`config.mk`:
```
export PLATFORM = sky130hd
export DESIGN_NAME = regfile_write_arbiter
export DESIGN_NICKNAME = d
export VERILOG_FILES = /design/src/rtl/regfile_write_arbiter.sv
export SDC_FILE = /design/constraint.sdc
export NUM_CORES = 1
export LEC_CHECK = 0
export CAP_MARGIN = 20
export CORE_UTILIZATION = 45
export CTS_CLUSTER_DIAMETER = 150
export CTS_CLUSTER_SIZE = 16
export DETAILED_ROUTE_END_ITERATION = 6
export GPL_TIMING_DRIVEN = 0
export PLACE_DENSITY = 0.82
export REMOVE_ABC_BUFFERS = 1
export SLEW_MARGIN = 5
export SYNTH_ARGS = -nofsm -noshare
export SYNTH_HDL_FRONTEND = slang
export SYNTH_SLANG_ARGS = --single-unit
```
`constraint.sdc`:
```
create_clock -name clock -period 2.5 [get_ports clock]
set_clock_uncertainty 0.15 [all_clocks]
set_input_delay 0.625 -clock clock [delete_from_list [all_inputs] [get_ports clock]]
set_output_delay 0.625 -clock clock [all_outputs]
set_load 0.02 [all_outputs]
```
`src/rtl/regfile_write_arbiter.sv`:
```
// rtl/regfile_write_arbiter.sv - two-requester register-file write arbiter
// Load writeback normally wins; a starved ALU entry is forced through after STARVE_LIMIT losses.
module regfile_write_arbiter #(
   parameter int STARVE_LIMIT = 3
) (
   input  logic        clock,
   input  logic        reset_n,
   input  logic        alu_valid,
   input  logic [4:0]  alu_rd,
   input  logic [31:0] alu_data,
   output logic        alu_ready,
   input  logic        alu_flush,
   input  logic        mem_valid,
   input  logic [4:0]  mem_rd,
   input  logic [31:0] mem_data,
   output logic        mem_ready,
   output logic        rf_write_enable,
   output logic [4:0]  rf_write_address,
   output logic [31:0] rf_write_data,
   output logic [31:0] pending_mask
);

   localparam int CW = (STARVE_LIMIT < 1) ? 1 : $clog2(STARVE_LIMIT + 1);

   logic          alu_full;
   logic [4:0]    alu_rd_q;
   logic [31:0]   alu_data_q;
   logic          mem_full;
   logic [4:0]    mem_rd_q;
   logic [31:0]   mem_data_q;
   logic [CW-1:0] starve;

   logic starved;
   logic alu_grant;
   logic mem_grant;
   logic contested;
   logic alu_take;
   logic mem_take;

   // A flushed ALU entry is out of the contest, so mem wins without counting a loss.
   always_comb begin
      starved   = (starve == CW'(STARVE_LIMIT));
      alu_grant = alu_full && !alu_flush && (!mem_full || starved);
      mem_grant = mem_full && !alu_grant;
      contested = mem_grant && alu_full && !alu_flush;
      alu_ready = reset_n && !alu_flush && (!alu_full || alu_grant);
      mem_ready = reset_n && (!mem_full || mem_grant);
      alu_take  = alu_valid && alu_ready && (alu_rd != 5'd0);
      mem_take  = mem_valid && mem_ready && (mem_rd != 5'd0);
   end

   always_ff @(posedge clock or negedge reset_n) begin
      if (!reset_n) begin
         alu_full         <= 1'b0;
         alu_rd_q         <= 5'd0;
         alu_data_q       <= 32'd0;
         mem_full         <= 1'b0;
         mem_rd_q         <= 5'd0;
         mem_data_q       <= 32'd0;
         starve           <= '0;
         rf_write_enable  <= 1'b0;
         rf_write_address <= 5'd0;
         rf_write_data    <= 32'd0;
      end else begin
         if (alu_take) begin
            alu_full   <= 1'b1;
            alu_rd_q   <= alu_rd;
            alu_data_q <= alu_data;
         end else if (alu_grant || alu_flush) begin
            alu_full <= 1'b0;
         end

         if (mem_take) begin
            mem_full   <= 1'b1;
            mem_rd_q   <= mem_rd;
            mem_data_q <= mem_data;
         end else if (mem_grant) begin
            mem_full <= 1'b0;
         end

         if (contested) begin
            starve <= starved ? starve : starve + 1'b1;
         end else begin
            starve <= '0;
         end

         rf_write_enable <= alu_grant || mem_grant;
         if (alu_grant) begin
            rf_write_address <= alu_rd_q;
            rf_write_data    <= alu_data_q;
         end else if (mem_grant) begin
            rf_write_address <= mem_rd_q;
            rf_write_data    <= mem_data_q;
         end
      end
   end

   always_comb begin
      pending_mask = 32'd0;
      if (alu_full) pending_mask[alu_rd_q] = 1'b1;
      if (mem_full) pending_mask[mem_rd_q] = 1'b1;
      if (rf_write_enable) pending_mask[rf_write_address] = 1'b1;
      pending_mask[0] = 1'b0;
   end

endmodule

```
-- Word-level counts from Yosys, hierarchy flattened
Index checks and enable logic that the tools add are counted.
- bits in registers: 116
- output and inout port bits: 72
- add/subtract/negate cells: 1
- $lt $le $gt $ge: 6
- eq/ne operators: 2
- mux-type cells: 19
- bitwise operators: 2
- reduce and logical (&&, ||, !) cells: 29
- operators with widths (operator ; count):
    $mux 32 ; 5
    $or 32x32->32 ; 2
    $lt 5x6->1 const B ; 3
    $demux 1 s5 ; 3
    $ge 5x1->1 const B ; 3
    $logic_and 1x1->1 ; 15
    $mux 5 ; 2
    $reduce_bool 5->1 ; 2
    $mux 1 ; 7
    $reduce_bool 2->1 ; 3
    $logic_or 1x1->1 ; 5
    $logic_not 1->1 ; 4
    $mux 2 ; 2
    $add 2x1->2 const B ; 1
    $eq 2x2->1 const B ; 1
    $ne 2x2->1 const B ; 1

-- Longest topological paths before layout
- depth after elaboration: 10
- depth in mapped cells: 7
- mapped depth without buffers: 5

-- Worst setup path before layout
Ideal clock, no wire load.
- kind: input port to flip-flop
- start: in alu_flush
- end: reg alu_data_q[0]
- library setup time: 0.125 ns
- data arrival time: 2.020 ns
- data required time: 2.225 ns
- path slack: 0.205 ns
- stages on the path: 6
- buffers on the path: 2
- cell sequence: nand2b_1 a21oi_1 o211a_1 buf_6 buf_6 mux2_4
- longest elaborated chain between the ends: 7
- elaborated cells between the ends (all ways): 8
- RTL lines (element ; line ; RTL):
    start: declaration ; 12 ; input logic alu_flush,
    $logic_not 1->1 * ; 43, 46 ;
    $logic_and 1x1->1 (2 in a row) ; 43 ; alu_grant = alu_full && !alu_flush && (!mem_full || starved);
    $logic_or 1x1->1 ; 46 ; alu_ready = reset_n && !alu_flush && (!alu_full || alu_grant);
    $logic_and 1x1->1 * ; 46 ;
    via alu_ready ; 11 ; output logic alu_ready,
    $logic_and 1x1->1 * (2 in a row) ; 48 ; alu_take = alu_valid && alu_ready && (alu_rd != 5'd0);
    end signal: assignment ; 68 ; alu_data_q <= alu_data;
    end: declaration ; 27 ; logic [31:0] alu_data_q;
Mark *: on every way through the listed nets, which the timed path passes. The rest lies on a longest branch.
A chain may end at the register's enable or synchronous reset.

-- Worst setup path in the final report
- start: reg mem_full
- end: out pending_mask[14]
- longest elaborated chain between the ends: 3
- RTL lines (element ; line ; RTL):
    start: declaration ; 28 ; logic mem_full;
    start signal: assignment ; 57 ; mem_full <= 1'b0;
    start signal: assignment ; 74 ; mem_full <= 1'b1;
    start signal: assignment ; 78 ; mem_full <= 1'b0;
    $mux 32 * ; 101 ; if (mem_full) pending_mask[mem_rd_q] = 1'b1;
    $or 32x32->32 (no source line) ; -- ;
    $mux 32 * ; 102 ; if (rf_write_enable) pending_mask[rf_write_address] = 1'b1;
    end: declaration ; 20 ; output logic [31:0] pending_mask
Mark *: on every way between the ends. The rest lies on a longest branch, timed or not.

==> results.json <==
{
  "postRouteAntennaNets": 0,
  "synth_enable_flop_cells": 0,
  "synth_area_per_cell_um2": 11.08,
  "required_ns": 1.73,
  "post_synth_main_area_contributors": "dfrtp_1 53%, mux2_2 11%, nand2_1 6.9%",
  "netSwitchingFraction_pct": 28.66,
  "critPathMaxStageDelay_ns": 0.51,
  "port-buffer-count": 149,
  "final.hold.worst_slack_ns": 0.01086,
  "run_status": "finished with violations",
  "cp_cell_sequence": "and3b_2, buf_4, a22oi_2, nand2_1, buf_6",
  "failing_checks": "setup timing",
  "post-synth-top-count-cell": "dfrtp_1",
  "rr_endpoint": "alu_data_q[26]",
  "timing_hold_violations_final": 0,
  "synth_top_cells_by_count": "116 x dfrtp_1, 101 x nand2_1, 55 x mux2_2",
  "antenna_found_initial": 0,
  "finalWirelength_mm": 17.93,
  "worst_skew_pair.late_latency_ns": 0.40,
  "die_width_um": 112.5,
  "timing.setup.tns_ns": -0.6050,
  "route.vias.total": 5004,
  "vias_per_cell": 5.873,
  "power.internal_mw": 4.903,
  "nFillCells": 756,
  "drtPass1Iterations": 5,
  "synth_top_area_share_pct": 52.84,
  "areaGrowthSynthToFinish_pct": 57.55,
  "synth_ff_type": "dfrtp_1",
  "worst_slew_pin_slew_ns": 0.8813,
  "synth-compound-area-share_pct": 11.61,
  "first_pass_grt_wire_length_mm": 26.74,
  "regToRegSetupSlack_ns": 0.10,
  "synth_sequential_area_ratio_pct": 52.84,
  "worst-endpoint-arrival_ns": 1.82,
  "peakVddDrop_mv": 0.5552,
  "finalWorstPathRequiredPeriod_ns": 2.594,
  "design_area_um2": 8656,
  "globalRouteTotalUtil_pct": 27.67,
  "design.final.nets": 777,
  "grt_start_max_net_pins": 59,
  "path_buf_inv": 2,
  "pwr-share-clk_pct": 37.2,
  "end_kind": "output pin",
  "dpl-instance-area_um2": 7103,
  "startpoint_type": "flop",
  "synth.cell_area_um2": 5494,
  "drt_drc_violations_left": 0,
  "multiplexer_share_of_the_synthesized_area_pct": 16.19,
  "place_hpwl_mm": 9.719,
  "finalSetupViolations": 11,
  "floorplan.core_area_um2": 11660,
  "io-pin-count": 151,
  "row_count": 39,
  "asyncSetResetFlopFracSynth_pct": 100.0,
  "worstSetupPathDepth": 5,
  "synthDistinctLibCells": 30,
  "crit-reg2reg-launch": "mem_full",
  "slew_headroom_pct": 40.98,
  "fmax_ghz": 0.3854,
  "cpMaxStageDelayCell": "dfrtp_4",
  "synth_top_area_cell": "dfrtp_1",
  "simple_gate_area_share_of_the_yosys_netlist_pct": 15.33,
  "rsz_0062_raised_after_global_routing": "yes",
  "worstSetupPathType": "flop to output pin",
  "power.static_leakage_nw": 3.940,
  "power.switching_mw": 1.969,
  "die_height_um": 112.5,
  "cts_max_level": 4,
  "cts.sink_count": 116,
  "start_util_pct": 47.11,
  "gpl.final_weighted_congestion": 0.8947,
  "seq_power_share_pct": 36.9,
  "final_critical_path_setup_slack_ns": -0.09445,
  "tritoncts": "done",
  "hold_path.class": "input pin to async pin",
  "dr.first_iter.drc_count": 438,
  "final_layout_size_suffix_gt1_share_pct": 40.06,
  "worstRegToRegCells": 6,
  "post_synth_xor_area_fraction_pct": 0,
  "cts_inserted_buffers": 17,
  "pwr_density_cell_nw_per_um2": 794.0,
  "clkSlewWorstSetupHoldPaths_ns": 0.06,
  "critical_path_peak_fanout": 7,
  "slew_violations": 0,
  "fraction_of_the_mapped_netlist_area_in_adder_cells_pct": 0.2277,
  "postSynthRegisterBits": 116,
  "pwr-share-comb_pct": 25.9,
  "max_cap_violations": 0,
  "via_count_of_the_first_global_routing_pass": 5174,
  "total_of_warnings_raised_by_yosys": 0,
  "insertedDiodeCount": 0,
  "cell_chosen_for_the_clock_root": "clkbuf_16",
  "synth_cells": 496,
  "crit_family": "flip-flops",
  "ctsLongestPathBuffers": 2,
  "final_min_period_over_clock_period_pct": 103.8,
  "die_area_um2": 12660,
  "combinational_family_with_the_most_area_after_synthesis": "multiplexers",
  "detail_route.wl_per_cell_um": 21.05,
  "gr-total-overflow": 0
}
power groups by stage:
stage	logic, mW	clock network (mW)	registers, mW
4_1_cts	1.63	2.60	2.51
3_3_place_gp	1.30	0	2.51
6_report	1.78	2.56	2.54
3_5_place_dp	1.35	0	2.53
2_1_floorplan	0.582	0	2.61
5_1_grt	1.88	2.68	2.57
routing by layer:
layer | up-vias | part of all wire [%] | global-route usage, % | wire length (um)
li1 | 2189 | - | - | -
met1 | 2458 | 38 | 32.15 | 6800
met2 | 292 | 50 | 47.00 | 8960
met3 | 65 | 8.8 | 8.477 | 1585
met4 | 0 | 3.3 | 12.89 | 587
met5 | - | 0 | 0 | 0
per-stage QoR:
stage	utilization [%]	power [mW]	worst slack [ns]	std cells
finish	74.22	6.872	-0.09445	852
global placement	59.86	3.808	-6.103	750
floorplan	-	3.193	-1.641	458
CTS	71.72	6.742	-0.05714	831
detailed placement	60.91	3.880	-0.9771	754
global route	74.22	7.130	-0.1592	852
registers in the layout, summed over array words and instances (netlist names):
name,flops
alu_data_q,32
alu_full,1
alu_rd_q,5
mem_data_q,32
mem_full,1
mem_rd_q,5
rf_write_address,5
rf_write_data,32
rf_write_enable,1
starve,2
layout by cell type, fill, tap and decap left out, types with 5 or more instances in the layout:
cell	synthesis	layout
nor3b_4	0	10
a221o_1	35	35
dfrtp_1	116	99
a22oi_1	31	14
buf_4	1	59
mux2_2	55	55
nand2_1	101	99
nor2_1	44	37
buf_6	3	20
buf_2	11	13
buf_16	0	5
clkdlybuf4s50_1	0	114
nor2_4	0	5
clkbuf_16	0	17
mux2_4	18	18
inv_1	6	5
a22oi_2	0	17
dfrtp_2	0	16
layout make-up:
class                           count  area, um2  share of cell area [%]
Clock buffer                       18      439.2                   5.074
Sequential cell                   116       2927                   33.81
Multi-Input combinational cell    337       2761                   31.90
Clock inverter                     13      181.4                   2.096
Inverter                            6      25.02                  0.2891
Tap cell                          143      178.9                   2.067
Timing Repair Buffer              219       2143                   24.76
worst reg2reg max path, cell delays in order (launching register included):
cell and delay, ns:
dfrtp_4 0.51, buf_4 0.15, nor2b_2 0.20, a21oi_2 0.21
o211a_4 0.43, buf_12 0.25, mux2_2 0.38
worst max-delay path by stage:
| stage | from | end | slack, ns |
|---|---|---|---|
| floorplan | mem_full | rf_write_address[1] | -1.64 |
| global placement | reset_n | mem_data_q[26] | -6.10 |
| detailed placement | mem_full | pending_mask[20] | -0.98 |
| CTS | mem_full | pending_mask[30] | -0.06 |
| global route | mem_full | pending_mask[14] | -0.16 |
| finish | mem_full | pending_mask[14] | -0.09 |
cells by family after synthesis:
kind of cell,after synthesis
compound gates,73
fa+ha+maj,1
buf+inv,44
flops,116
mux,73
other cells,1
simple gates,188
timing repair:
action / 4_1_cts / 5_1_grt
hold buffers: 1 / 0
pin swaps: 13 / 31
endpoints found under the hold margin: 58 / 0
resized for setup: 202 / 66
cloned: 1 / 1
setup buffers: 44 / 20
setup endpoints to repair: 133 / 53
No activity file was read; power rests on OpenSTA's default activity.
